## src/rtl/bus_arbiter8_pkg.sv

```systemverilog
// Shared types and sizes for the 8-way round-robin bus arbiter.
package bus_arbiter8_pkg;

    localparam int NUM_REQ = 8;
    localparam int SEL_W   = 3;
    localparam int CNT_W   = 4;

    typedef enum logic [1:0] {
        IDLE  = 2'd0,
        GRANT = 2'd1,
        TURN  = 2'd2
    } arb_state_t;

endpackage

```

## src/rtl/bus_arb_pick.sv

```systemverilog
// Rotating-priority search: first set bit of req at or above base, wrapping 7->0.
module bus_arb_pick
    import bus_arbiter8_pkg::*;
(
    input  logic [NUM_REQ-1:0] req,
    input  logic [SEL_W-1:0]   base,
    output logic               found,
    output logic [SEL_W-1:0]   idx
);

    logic [SEL_W-1:0] w_cand;

    assign found = |req;

    // Walk from the farthest offset down so the nearest set bit is written last.
    always_comb begin
        idx    = '0;
        w_cand = '0;
        for (int k = NUM_REQ - 1; k >= 0; k--) begin
            w_cand = base + SEL_W'(k);
            if (req[w_cand]) begin
                idx = w_cand;
            end
        end
    end

endmodule

```

## src/rtl/bus_arbiter8.sv

```systemverilog
// 8-requester round-robin arbiter with bounded tenure and a one-cycle turnaround.
//   state | meaning
//   IDLE  | evaluate req at each edge; grant the round-robin winner
//   GRANT | owner holds the bus; burst_cnt counts granted cycles
//   TURN  | one dead cycle after a tenure; req not evaluated
module bus_arbiter8
    import bus_arbiter8_pkg::*;
#(
    parameter int MAX_BURST = 4
) (
    input  logic               clk,
    input  logic               rst_n,
    input  logic [NUM_REQ-1:0] req,
    output logic [NUM_REQ-1:0] gnt,
    output logic [SEL_W-1:0]   sel,
    output logic               bus_valid,
    output logic [CNT_W-1:0]   burst_cnt
);

    arb_state_t         r_state, w_state_nxt;
    logic [SEL_W-1:0]   r_ptr, w_ptr_nxt;
    logic [NUM_REQ-1:0] r_gnt, w_gnt_nxt;
    logic [SEL_W-1:0]   r_sel, w_sel_nxt;
    logic               r_valid, w_valid_nxt;
    logic [CNT_W-1:0]   r_cnt, w_cnt_nxt;
    logic               w_found;
    logic [SEL_W-1:0]   w_idx;

    bus_arb_pick u_pick (
        .req   (req),
        .base  (r_ptr),
        .found (w_found),
        .idx   (w_idx)
    );

    always_ff @(posedge clk or negedge rst_n) begin
        if (!rst_n) begin
            r_state <= IDLE;
            r_ptr   <= '0;
            r_gnt   <= '0;
            r_sel   <= '0;
            r_valid <= 1'b0;
            r_cnt   <= '0;
        end else begin
            r_state <= w_state_nxt;
            r_ptr   <= w_ptr_nxt;
            r_gnt   <= w_gnt_nxt;
            r_sel   <= w_sel_nxt;
            r_valid <= w_valid_nxt;
            r_cnt   <= w_cnt_nxt;
        end
    end

    always_comb begin
        w_state_nxt = r_state;
        w_ptr_nxt   = r_ptr;
        w_gnt_nxt   = r_gnt;
        w_sel_nxt   = r_sel;
        w_valid_nxt = r_valid;
        w_cnt_nxt   = r_cnt;
        case (r_state)
            IDLE: begin
                if (w_found) begin
                    w_state_nxt        = GRANT;
                    w_gnt_nxt          = '0;
                    w_gnt_nxt[w_idx]   = 1'b1;
                    w_sel_nxt          = w_idx;
                    w_valid_nxt        = 1'b1;
                    w_cnt_nxt          = CNT_W'(1);
                    w_ptr_nxt          = w_idx + SEL_W'(1);
                end
            end
            GRANT: begin
                // Owner release and forced release share one exit path.
                if (!req[r_sel] || (r_cnt == CNT_W'(MAX_BURST))) begin
                    w_state_nxt = TURN;
                    w_gnt_nxt   = '0;
                    w_valid_nxt = 1'b0;
                    w_cnt_nxt   = '0;
                end else begin
                    w_cnt_nxt = r_cnt + CNT_W'(1);
                end
            end
            TURN: begin
                w_state_nxt = IDLE;
            end
            default: begin
                w_state_nxt = IDLE;
                w_gnt_nxt   = '0;
                w_valid_nxt = 1'b0;
                w_cnt_nxt   = '0;
            end
        endcase
    end

    assign gnt       = r_gnt;
    assign sel       = r_sel;
    assign bus_valid = r_valid;
    assign burst_cnt = r_cnt;

    a_gnt_onehot: assert property (@(posedge clk) disable iff (!rst_n) $onehot0(r_gnt));

endmodule

```

## config.mk

```make
export PLATFORM = sky130hd
export DESIGN_NAME = bus_arbiter8
export DESIGN_NICKNAME = d
export VERILOG_FILES = /design/src/rtl/bus_arbiter8_pkg.sv /design/src/rtl/bus_arb_pick.sv /design/src/rtl/bus_arbiter8.sv
export SDC_FILE = /design/constraint.sdc
export NUM_CORES = 1
export LEC_CHECK = 0
export CORE_MARGIN = 5
export CORE_UTILIZATION = 45
export CTS_BUF_LIST = sky130_fd_sc_hd__clkbuf_4
export CTS_CLUSTER_DIAMETER = 80
export DETAILED_ROUTE_END_ITERATION = 16
export PLACE_DENSITY = 0.73
export SYNTH_ARGS = -nofsm -noshare
export SYNTH_HDL_FRONTEND = slang
export SYNTH_HIERARCHICAL = 1
export SYNTH_SLANG_ARGS = --single-unit
```

## constraint.sdc

```tcl
create_clock -name clk -period 6.6 [get_ports clk]
set_clock_uncertainty 0.2 [all_clocks]
set_input_delay 0.99 -clock clk [delete_from_list [all_inputs] [get_ports clk]]
set_output_delay 0.99 -clock clk [all_outputs]
set_load 0.05 [all_outputs]
```

# --- Word-level counts from Yosys, hierarchy flattened ---
# Cells that the tools add are included.
totals:
  ff_bits: 21
  in_bits: 10
  elab_cells: 81
classes:
  n_addsub: 9
  magnitude_cmp: 11
  eq_ne: 5
  muxes: 40
  n_bitwise: 1
  n_reduce_logical: 9
ops:
  columns: ["operator", "count"]
  rows:
  - ["$lt A3 B4 Y1 const B", 10]
  - ["$bmux W1 S3", 9]
  - ["$mux W3", 8]
  - ["$pmux W8 S3", 1]
  - ["$mux W8", 2]
  - ["$add A3 B3 Y3 const B", 4]
  - ["$mux W1", 12]
  - ["$pmux W4 S3", 1]
  - ["$mux W4", 2]
  - ["$reduce_or A8 Y1", 1]
  - ["$add A3 B1 Y3 const B", 2]
  - ["$add A3 B2 Y3 const B", 2]
  - ["$reduce_and A2 Y1", 3]
  - ["$add A4 B1 Y4 const B", 1]
  - ["$eq A4 B3 Y1 const B", 1]
  - ["$mux W2", 2]
  - ["$pmux W2 S2", 1]
  - ["$demux W1 S3", 1]
  - ["$ge A3 B1 Y1 const B", 1]
  - ["$pmux W1 S3", 1]
  - ["$reduce_and A3 Y1", 1]
  - ["$eq A2 B1 Y1 const B", 1]
  - ["$eq A2 B2 Y1 const B", 1]
  - ["$logic_not A2 Y1", 1]
  - ["other kinds (6)", 6]

# --- Depth between registers and ports, before layout ---
logic_depth:
  depth_word: 17
  ltp_mapped: 13
  mapped_depth_nobuf: 10

# --- Cells and area by module ---
# The synthesis kept the hierarchy.
by_module_without_submodules:
  columns: ["module", "n_inst", "cells_per_inst", "area_per_inst_um2"]
  rows:
  - ["bus_arbiter8", 1, 96, 975.9]
  - ["bus_arb_pick", 1, 85, 792.0]

# --- Least setup slack after synthesis ---
# OpenSTA, ideal clock, no wires.
synth_path:
  path_type: "reg2reg"
  start: "reg r_ptr[1]"
  end: "reg r_ptr[2]"
  setup_time_ns: 0.135
  arrival_time_ns: 3.223
  t_required_ns: 6.265
  slack_ns: 3.042
  path_stages_with_launch: 13
  cell_sequence: "dfrtp_1 > buf_2 > buf_2 > inv_1 > ha_1 > clkbuf_1 > mux4_1 > mux2_4 > o311a_1 > o311a_1 > ha_1 > xnor2_1 > a21oi_1"
synth_between:
  elab_chain_len: 12
synth_rtl:
  columns: ["element", "line", "rtl"]
  rows:
  - ["start: declaration", "bus_arbiter8.sv:21", "logic [SEL_W-1:0] r_ptr, w_ptr_nxt;"]
  - ["start signal: assignment", "bus_arbiter8.sv:46", "r_ptr <= w_ptr_nxt;"]
  - ["$add A3 B3 Y3", "bus_arb_pick.sv:20", "w_cand = base + SEL_W'(k);"]
  - ["$bmux W1 S3", "bus_arb_pick.sv:21", "if (req[w_cand]) begin"]
  - ["$mux W1 (not written as such)", "bus_arb_pick.sv:21", null]
  - ["$mux W3 (7 in a row)", "bus_arb_pick.sv:21", null]
  - ["$mux W3 *", "bus_arb_pick.sv:21", null]
  - ["named net w_idx[0]", "bus_arbiter8.sv:27", "logic [SEL_W-1:0] w_idx;"]
  - ["$add A3 B1 Y3 *", "bus_arbiter8.sv:70", "w_ptr_nxt = w_idx + SEL_W'(1);"]
# Mark *: on every way through the listed nets, which the timed path passes. The rest lies on a longest branch. The select of a mux whose other input is x is not followed.
# A chain may end at the register's enable or synchronous reset.

# --- Final worst setup path ---
# Same ends and word-level chain as after synthesis.

==> results by group <==
Synth
  – Post-synthesis async set-or-reset flop share: 100%
  – Top cells by count, synth: 23 x nand2_1, 21 x dfrtp_1, 16 x nor2_1
  – Post-synth EDFFs: 0
  – Number of distinct library cell variants in the gate-level netlist after synthesis: 47
  – Cell taking the most area after synthesis: dfrtp_1
  – Yosys Warn Count: 6
  – Count of state elements after synthesis: 21
  – Dominant register cell in the synthesized netlist: dfrtp_1
  – Mapped Nets: 196
  – Biggest area contributors in the synthesized netlist: dfrtp_1 30%, mux4_2 11%, mux2i_1 5.1%
  – Leading cell type by number of instances after synthesis: nand2_1
  – Sequential fraction of the synthesis area: 29.7%
  – Fraction of synthesized cell area taken by the top area cell type: 29.7%
  – Post-synth design cell area: 1770 um^2
  – Post-Synthesis Cells: 181
  – Synthesized area per cell: 9.77 um^2

Cells and area
  – Fillers: 333
  – Antenna fix cells: 0
  – Proportion of layout cells with a drive suffix above 1: 10.3%
  – # nets final: 219
  – Signed area change from the synthesized netlist to the final layout: 17.1%

Floorplanning
  – Die outline width: 72.7 um
  – Die footprint: 5280 um^2
  – Starting utilization of the core area: 47.2%
  – Row Count: 22
  – Core outline area: 3740 um^2
  – Number of ports placed on the die boundary: 26
  – Overall die height: 72.7 um

Routing
  – DRC viols: 0
  – Via density: 6.15
  – Routed wire length: 4.34 mm
  – Initial DRT Pass Iterations: 5
  – 1st-iter DRT viols: 186
  – Total number of vias: 1543
  – Count of nets left with antenna violations after detail routing: 0
  – DR WL/cell: 17.3 um

Run status
  – Status: complete, no violations

Flow run
  – # Max-Cap Violations: 0

Setup path
  – Worst r2r path cells: 10
  – Standard cell with the maximum stage delay on the critical path: dfrtp_1
  – Terminus of the critical flop-to-flop path: r_ptr[2]
  – Largest stage delay on the critical path: 0.85 ns
  – Endpoint kind of the worst setup timing path: register
  – Worst path buffer plus inverter count: 1
  – Launch instance of the worst register-to-register path: r_ptr[1]
  – Cell repeated most along the worst path: ha_1
  – Required time at the endpoint of the critical path: 6.55 ns
  – Maximum fanout along the worst path: 18
  – Sort of element at the start of the critical path: register
  – Cell chain of the critical path: inv_1 > ha_1 > mux4_1 > mux2_4 > nand2_1 > a221oi_1 > a211oi_1 > ha_1 > xnor2_1 > a21oi_1
  – Crit path DAT: 3.97 ns
  – R2R setup slack: 2.58 ns
  – Kind of critical path: reg2reg
  – Family of cells with the greatest summed delay on the critical path: flip-flops

Clock tree
  – CTS root buf: clkbuf_4
  – Number of buffers created by CTS: 3
  – Count of cells resized by post-cts repair: 0
  – Clock transition time at the flip-flop clock pins of the worst setup and hold paths: 0.11 ns
  – TritonCTS Sinks: 21
  – Clock buffer depth: 2
  – Setup fix buffers added after clock tree synthesis: 0
  – Number of buffers inserted by hold repair at cts: 0
  – Number of levels in the clock H-tree: 1
  – Clock latency on the worst-skew pair: 0.29 ns
  – CTS tree: yes

Min path
  – Hold Path Class: reg2reg
  – Min-Delay Path Depth: 1
  – Launch instance of the worst min-delay path: gnt[1]
  – Worst hold endpoint: gnt[1]

Timing
  – Time the final worst path needs with I/O delays and setup: 4.02 ns
  – Normalized max-slew margin: 39.3%
  – Final setup fails: 0
  – Worst hold-check slack: 0.294 ns
  – Pin slew with the least headroom to its limit: 0.908 ns
  – Number of slew-limit violations in the final report: 0
  – Setup Total Neg Slack: 0 ns
  – Achievable Freq: 249 MHz
  – Setup repair after global routing missed its margin: no
  – Post-route clock period utilization: 60.9%
  – Final hold vios: 0

Place
  – HPWL reported at the end of detailed placement: 3.22 mm
  – Port Buf Inserts: 25
  – Global placement routability congestion: 0.933

Global routing
  – First-pass GRT wire length: 7.36 mm
  – Total Routing Usage GR: 17.2%
  – Number of antenna violations at the first check in global routing: 0
  – Via count of the first global-routing pass: 1526
  – Gr ovfl total: 0
  – Maximum number of pins on one net before global-route repair: 22
## final cells by class
class	count	area (um^2)	area share (%)
Tap cell	48	60.1	2.90
Sequential cell	21	526	25.4
Timing Repair Buffer	25	250	12.1
Multi-Input combinational cell	143	1170	56.4
Clock buffer	4	30.0	1.45
Inverter	10	37.5	1.81
## cell families (layout without fill, tap and decap cells)
| kind of cell | Yosys count | count (layout) | share of synthesized area (%) |
|---|---|---|---|
| and+or+nand+nor | 59 | 59 | 15.5 |
| xor gates and xnor gates | 5 | 5 | 2.48 |
| AOI/OAI and AO/OA | 48 | 48 | 19.7 |
| muxes | 26 | 26 | 24.8 |
| DFF | 21 | 21 | 29.7 |
| buffers and inverters | 17 | 39 | 4.25 |
| adders and majority gates | 5 | 5 | 3.54 |
## registers in the layout, summed over array words and instances (netlist names)
register   flops
r_ptr          3
burst_cnt      4
sel            3
r_state        2
bus_valid      1
gnt            8
## worst register-to-register path, cell delays in order, from the launching register on
cell and delay (ns):
dfrtp_1 0.85, inv_1 0.20, ha_1 0.53, mux4_1 0.47, mux2_4 0.35, nand2_1 0.07, a221oi_1 0.08, a211oi_1 0.65
ha_1 0.29, xnor2_1 0.12, a21oi_1 0.08
## cell usage in the layout, fill, tap and decap left out, types with 3 or more instances in the layout
cell type        synthesis  layout
mux4_1                   3       3
a22oi_1                  4       4
mux4_2                   9       9
o2bb2ai_1                4       4
clkdlybuf4s50_1          0      25
clkbuf_4                 0       4
nand2b_1                 5       5
o21ai_0                  7       7
inv_1                   10      10
a21o_1                   4       4
dfrtp_1                 21      21
nor3_1                   3       3
mux2i_1                  9       9
xor2_1                   3       3
mux2_4                   3       3
ha_1                     5       5
nand2_1                 23      23
a21oi_1                  9       9
nor2_1                  16      16
## per-layer routing
layer / GRT usage [%] / routed length (um) / vias up
met5: 0 / 0 / -
met1: 23.2 / 1860 / 747
li1: - / - / 727
met2: 29.1 / 2160 / 61
met3: 2.48 / 216 / 8
met4: 3.89 / 94 / 0
## worst max path at each step
stage | slack (ns) | cells past startpoint | to | from
2_1_floorplan | 3.04 | 12 | r_ptr[2] | r_ptr[1]
3_3_place_gp | 2.52 | 9 | r_ptr[2] | req[1]
3_5_place_dp | 2.37 | 8 | r_ptr[2] | req[5]
4_1_cts | 2.57 | 10 | r_ptr[2] | r_ptr[1]
5_1_grt | 2.34 | 10 | r_ptr[2] | r_ptr[1]
6_report | 2.58 | 10 | r_ptr[2] | r_ptr[1]
## through the flow
step	area (um^2)	utilization (%)	worst slack [ns]	cells
6_report	2070	55.3	2.58	251
5_1_grt	2070	55.3	2.34	251
4_1_cts	2070	55.3	2.57	251
3_5_place_dp	2040	54.5	2.37	247
3_3_place_gp	2040	54.5	2.52	247
2_1_floorplan	1770	-	3.04	181
Power is left out: the tool's default activity adds up to more than one toggle a clock period on the data nets, which glitch-free logic cannot reach.
